$ cat src/rtl/usbfs_pkg.sv
// Shared USB full-speed TX definitions: PID codes, TX state encoding and CRC16 constants.
package usbfs_pkg;

  localparam logic [3:0] PidAck   = 4'h2;
  localparam logic [3:0] PidNak   = 4'hA;
  localparam logic [3:0] PidStall = 4'hE;
  localparam logic [3:0] PidData0 = 4'h3;
  localparam logic [3:0] PidData1 = 4'hB;

  localparam logic [7:0]  SyncByte     = 8'h80;
  localparam logic [15:0] Crc16Init    = 16'hFFFF;
  localparam logic [15:0] Crc16Poly    = 16'h8005;
  // Bit-reversed form of Crc16Poly for the LSB-first shift register.
  localparam logic [15:0] Crc16PolyRef = 16'hA001;

  typedef enum logic [2:0] {
    StIdle,
    StSync,
    StPid,
    StReq,
    StWait,
    StData,
    StCrcL,
    StCrcH
  } tx_state_e;

  // Only DATA0/DATA1 carry a payload and a CRC16 trailer.
  function automatic logic is_data_pid(input logic [3:0] pid);
    return (pid == PidData0) || (pid == PidData1);
  endfunction

endpackage

$ cat src/rtl/usbfs_crc16.sv
// Combinational byte-wise CRC16-USB update (reflected, data bits consumed LSB first).
module usbfs_crc16
  import usbfs_pkg::*;
(
  input  logic [15:0] crc_in,
  input  logic [7:0]  byte_in,
  output logic [15:0] crc_out
);

  logic [15:0] crc_acc;

  // Eight serial steps of the reflected LFSR unrolled into one cycle.
  always_comb begin
    crc_acc = crc_in;
    for (int i = 0; i < 8; i++) begin
      if (crc_acc[0] ^ byte_in[i]) begin
        crc_acc = (crc_acc >> 1) ^ Crc16PolyRef;
      end else begin
        crc_acc = crc_acc >> 1;
      end
    end
    crc_out = crc_acc;
  end

endmodule

$ cat src/rtl/usbfs_packet_tx.sv
// USB full-speed packet transmitter: frames handshake and DATA packets into a byte stream
// (optional SYNC, PID, payload, CRC16) for the bit-level layer.
// Build option: define USBFS_TX_SYNC_EN to emit the 8'h80 SYNC byte here; otherwise the
// bit layer prepends SYNC and the first byte out is the PID.
module usbfs_packet_tx #(
  parameter logic [9:0] MAX_DATA_LEN = 10'd1023
) (
  input  logic       clk,
  input  logic       rstn,
  input  logic       tp_sta,
  input  logic [3:0] tp_pid,
  output logic       tp_byte_req,
  input  logic [7:0] tp_byte,
  input  logic       tp_fin_n,
  output logic [7:0] tx_byte,
  output logic       tx_valid,
  input  logic       tx_ready,
  output logic       tx_last,
  output logic       tx_busy
);
  import usbfs_pkg::*;

  tx_state_e   state_q, state_d;
  logic [3:0]  pid_q, pid_d;
  logic [9:0]  cnt_q, cnt_d;
  logic [15:0] crc_q, crc_d;
  logic [7:0]  data_q, data_d;
  logic [15:0] crc_next;
  logic        accept;

  usbfs_crc16 u_crc16 (
    .crc_in  (crc_q),
    .byte_in (tp_byte),
    .crc_out (crc_next)
  );

  assign accept = tx_valid && tx_ready;

  // Next-state and datapath updates.
  always_comb begin
    state_d = state_q;
    pid_d   = pid_q;
    cnt_d   = cnt_q;
    crc_d   = crc_q;
    data_d  = data_q;
    unique case (state_q)
      StIdle: begin
        if (tp_sta) begin
          pid_d = tp_pid;
          cnt_d = '0;
          crc_d = Crc16Init;
`ifdef USBFS_TX_SYNC_EN
          state_d = StSync;
`else
          state_d = StPid;
`endif
        end
      end
      StSync: if (accept) state_d = StPid;
      StPid: begin
        if (accept) state_d = is_data_pid(pid_q) ? StReq : StIdle;
      end
      StReq: state_d = StWait;
      StWait: begin
        if (tp_fin_n) begin
          data_d  = tp_byte;
          crc_d   = crc_next;
          cnt_d   = (cnt_q == MAX_DATA_LEN) ? cnt_q : cnt_q + 10'd1;
          state_d = StData;
        end else begin
          state_d = StCrcL;
        end
      end
      StData: begin
        if (accept) state_d = (cnt_q < MAX_DATA_LEN) ? StReq : StCrcL;
      end
      StCrcL: if (accept) state_d = StCrcH;
      StCrcH: if (accept) state_d = StIdle;
      default: state_d = StIdle;
    endcase
  end

  // Outputs decoded from the registered state so they stay stable while stalled.
  always_comb begin
    tx_byte  = 8'h00;
    tx_valid = 1'b0;
    tx_last  = 1'b0;
    unique case (state_q)
      StSync: begin
        tx_byte  = SyncByte;
        tx_valid = 1'b1;
      end
      StPid: begin
        tx_byte  = {~pid_q, pid_q};
        tx_valid = 1'b1;
        tx_last  = !is_data_pid(pid_q);
      end
      StData: begin
        tx_byte  = data_q;
        tx_valid = 1'b1;
      end
      StCrcL: begin
        tx_byte  = ~crc_q[7:0];
        tx_valid = 1'b1;
      end
      StCrcH: begin
        tx_byte  = ~crc_q[15:8];
        tx_valid = 1'b1;
        tx_last  = 1'b1;
      end
      default: ;
    endcase
  end

  // Gated by rstn so an aborted packet never fetches another byte while reset is held.
  assign tp_byte_req = (state_q == StReq) && rstn;
  assign tx_busy     = (state_q != StIdle);

  // State registers with synchronous active-low reset.
  always_ff @(posedge clk) begin
    if (!rstn) begin
      state_q <= StIdle;
      pid_q   <= 4'h0;
      cnt_q   <= 10'd0;
      crc_q   <= Crc16Init;
      data_q  <= 8'h00;
    end else begin
      state_q <= state_d;
      pid_q   <= pid_d;
      cnt_q   <= cnt_d;
      crc_q   <= crc_d;
      data_q  <= data_d;
    end
  end

endmodule

$ cat config.mk
export PLATFORM = sky130hd
export DESIGN_NAME = usbfs_packet_tx
export DESIGN_NICKNAME = d
export VERILOG_FILES = /design/src/rtl/usbfs_pkg.sv /design/src/rtl/usbfs_crc16.sv /design/src/rtl/usbfs_packet_tx.sv
export SDC_FILE = /design/constraint.sdc
export NUM_CORES = 1
export LEC_CHECK = 0
export BUFFER_PORTS_ARGS = -buffer_cell sky130_fd_sc_hd__buf_2
export CAP_MARGIN = 0
export CORE_MARGIN = 2
export CORE_UTILIZATION = 55
export DETAILED_ROUTE_END_ITERATION = 8
export PLACE_DENSITY_LB_ADDON = 0.3
export SLEW_MARGIN = 10
export SYNTH_ARGS = -nofsm -noshare
export SYNTH_HDL_FRONTEND = slang
export SYNTH_SLANG_ARGS = --single-unit
$ cat constraint.sdc
create_clock -name clk -period 3.8 [get_ports clk]
set_input_delay 0.19 -clock clk [delete_from_list [all_inputs] [get_ports clk]]
set_output_delay 0.19 -clock clk [all_outputs]
set_load 0.05 [all_outputs]
==> summary.txt <==
Detailed routing
  • First-pass DRT Iterations: 4
  • Initial DRC Count: 215
  • Vias per inst: 5.76
  • Routed Antenna Nets: 0
  • Wire per inst: 15.6 um
  • WL final: approximately 4900 um
  • Drt drc: 0
  • Vias post-DR: 1827

Layout
  • ANT cells: 0
  • Register Area: approximately 820 sq um
  • Area Overhead vs Synth: 8.87%
  • Layout cells sized above 1: roughly 16%
  • Fin cells: roughly 320
  • Fillcell total: about 330
  • Multi-input combinational cell area: roughly 1300 sq um
  • Number of nets in the layout: ~290

STA
  • RSZ-0062 raised after global routing: false
  • Pins Over Slew Limit: 0
  • Max Fclk: roughly 0.36 GHz
  • Setup Viol. Count Final: 0
  • Clock Skew: around 0.0093 ns
  • Setup TNS: 0 ns
  • Worst-Margin Slew: roughly 0.86 ns
  • Final Critical Period: ~2.7 ns
  • Tcrit/Tclk final: between 70% and 80%
  • Max-slew headroom: between 40 and 50%
  • Final hold vios: 0
  • Final Worst Setup Slack: roughly 1.1 ns

Yosys
  • Syn Inst Count: 250
  • Synthesized cell area: between 2000 and 2500 sq um
  • Synth warn: 0
  • Post-synth EDFFs: 0
  • Synthesis-stage register bit count: 41
  • Synth unique cells: 40
  • Avg Inst Size Synth: approximately 8.8 sq um
  • Syn_nets: 268
  • Register area share after synthesis: a little under two fifths
  • Async SR Flop Fraction: 0%
  • Ys flop type: dfxtp_1

Floorplan
  • Chip Height: slightly below 70 um
  • Row count: 22
  • Core area: 3740 sq um
  • Starting Density: about three fifths
  • # IOs: 29
  • Die W: around 67 um
  • Total die area: between 4000 and 5000 sq um

Place
  • Dpl hpwl: about 3500 um
  • Dpl cells: 310
  • Routability cong.: around 0.8
  • Pre-CTS WS: between 1 and 1.5 ns
  • PortBufs: 28

Global route
  • Gr ovfl total: 0
  • Met3 usage: 5.33%
  • Global Route met2 Usage: ~37%
  • Vias in the first global route: between 1500 and 2000
  • Initial antenna violation count: 0
  • First-pass GRT wire length: ~8000 um
  • GRT Max-Usage Layer: met2
  • Met1 GRT Util: 32.4%
  • Largest net degree at the start of global routing: 35
  • Gr usage total: a little under a quarter

Power and ir drop
  • PD cells: 363 nW/um^2
  • Switching Fraction: 27.1%
  • Clock share of power: between 30% and 40%
  • Power share of the combinational group: 15.5%
  • Sequential power share: ~50%
  • Leakage: 0.000929 uW
  • Worst vdd ir: between 0.15 and 0.2 mV
  • Internal power: around 630 uW
  • Sw power: 235 uW
  • Power, Total: between 800 and 900 uW

Critical path
  • Crit path kind: register to register
  • Critical path required time: between 3 and 4 ns
  • CP Cell Sequence: or4bb_1 -> and2_4 -> a41oi_4 -> nand4_1 -> xor2_1 -> nor2_1
  • WP buf/inv: 0
  • Worst stage delay on the critical path: a little under 0.9 ns
  • Cell family contributing the most delay on the critical path: simple AND/OR/NAND/NOR gates
  • Critical path endpoint category: register
  • Critical Path AT: 2.91 ns
  • Critical Path Fanout Max: 20
  • Crit-path slowest cell: or4bb_1
  • Crit start category: register

Clocking
  • Clock slew at reported path FFs: ~0.080 ns
  • Post-cts resize count: 0
  • Number of H-tree levels: 2
  • Root Driver: clkbuf_8
  • Clock Tree Buf Depth: 2
  • Clock Sinks: 41
  • Skew-Pair Late Insertion Delay: about 0.29 ns
  • Setup bufs post-CTS: 0
  • Total CTS buffers: 5
  • CTS tree: yes
  • CTS Hold Bufs: 0

Job
  • # Max-Cap Violations: 0

Hold path
  • Classification of the worst-slack hold path: input port to register

Run status
  • Outcome: complete, no violations
-- final timing paths --
kind	start	slack, ns	cells past startpoint	to
max	state_q[2]	1.06	6	cnt_q[9]
min reg2reg	data_q[5]	0.48	2	data_q[5]
min	tp_pid[1]	0.15	3	pid_q[1]
max reg2reg	state_q[2]	1.06	6	cnt_q[9]
-- sequential cells by signal, summed over array words and instances (netlist names) --
| register | cells |
|---|---|
| pid_q | 4 |
| data_q | 8 |
| crc_q | 16 |
| state_q | 3 |
| cnt_q | 10 |
-- cell type report --
| type | instances | share of cell area [%] |
|---|---|---|
| repair buffers | 28 | 5.85 |
| multi-input cells | 192 | 53.6 |
| flip-flops and latches | 41 | 34.3 |
| clock buffers | 7 | 3.61 |
| inverters | 1 | 0.157 |
| well taps | 48 | 2.51 |
-- worst register-to-register path, cell delays in order (launching register included) --
cell and delay [ns]:
dfxtp_1 0.72, or4bb_1 0.88, and2_4 0.31, a41oi_4 0.35, nand4_1 0.16, xor2_1 0.16
nor2_1 0.05
-- cells in the final DEF (no fill, tap or decap), drive strengths merged, types with 2 or more instances in the layout --
cell type,Yosys,layout
nor3,6,6
a21boi,9,9
a21oi,4,4
nand4,5,5
xnor3,2,2
buf,8,28
o21ai,8,8
nand2b,3,3
nor2,20,20
xnor2,16,16
a22o,10,10
dfxtp,41,41
mux2i,9,9
nor2b,7,7
mux2,3,3
clkbuf,8,7
and3,7,7
o22ai,14,14
xor2,12,12
nor3b,2,2
and2,3,3
nand3b,2,2
nand2,37,37
-- cell usage after synthesis (4+ instances only) --
library cell / n / area [sq um]
dfxtp_1: 41 / 821
nand2_1: 37 / 139
nor2_1: 20 / 75.1
xnor2_1: 16 / 140
o22ai_1: 14 / 87.6
xor2_1: 12 / 105
a22o_1: 10 / 87.6
a21boi_0: 9 / 67.6
mux2i_1: 9 / 90.1
clkbuf_1: 8 / 30.0
o21ai_0: 8 / 40.0
and3_1: 7 / 43.8
nor2b_1: 7 / 43.8
nor3_1: 6 / 30.0
nand4_1: 5 / 31.3
a21oi_1: 4 / 20.0
buf_6: 4 / 45.0
-- power by group through the flow --
| stage | clock (uW) | sequential [uW] | combinational, uW |
|---|---|---|---|
| 3_5_place_dp | 0 | 453 | 134 |
| 5_1_grt | 313 | 444 | 145 |
| 2_1_floorplan | 0 | 447 | 112 |
| 6_report | 291 | 443 | 135 |
| 3_3_place_gp | 0 | 452 | 132 |
| 4_1_cts | 292 | 442 | 134 |
-- metrics by stage --
| step | area [sq um] | hold WS (ns) | utilization (%) |
|---|---|---|---|
| floorplan | 2200 | 0.263 | - |
| global placement | 2310 | 0.441 | 61.7 |
| detailed placement | 2310 | 0.449 | 61.7 |
| CTS | 2390 | 0.143 | 64.0 |
| global route | 2390 | 0.170 | 64.0 |
| finish | 2390 | 0.149 | 64.0 |
-- per-layer routing --
| layer | share of wire [%] | up-vias |
|---|---|---|
| li1 | - | 911 |
| met2 | 45 | 64 |
| met1 | 48 | 846 |
| met5 | 0 | - |
| met4 | 1.5 | 0 |
| met3 | 5.8 | 6 |
-- cells by family after synthesis --
| logic type | Yosys count | synth area share [%] |
|---|---|---|
| buffers and inverters | 17 | 4.32 |
| muxes | 12 | 5.63 |
| adders and majority gates | 2 | 1.02 |
| xor gates and xnor gates | 30 | 13.2 |
| DFF | 41 | 37.3 |
| AOI/OAI and AO/OA | 52 | 17.2 |
| and+or+nand+nor | 96 | 21.3 |
Note: power is estimated with default switching activity, not from simulation.
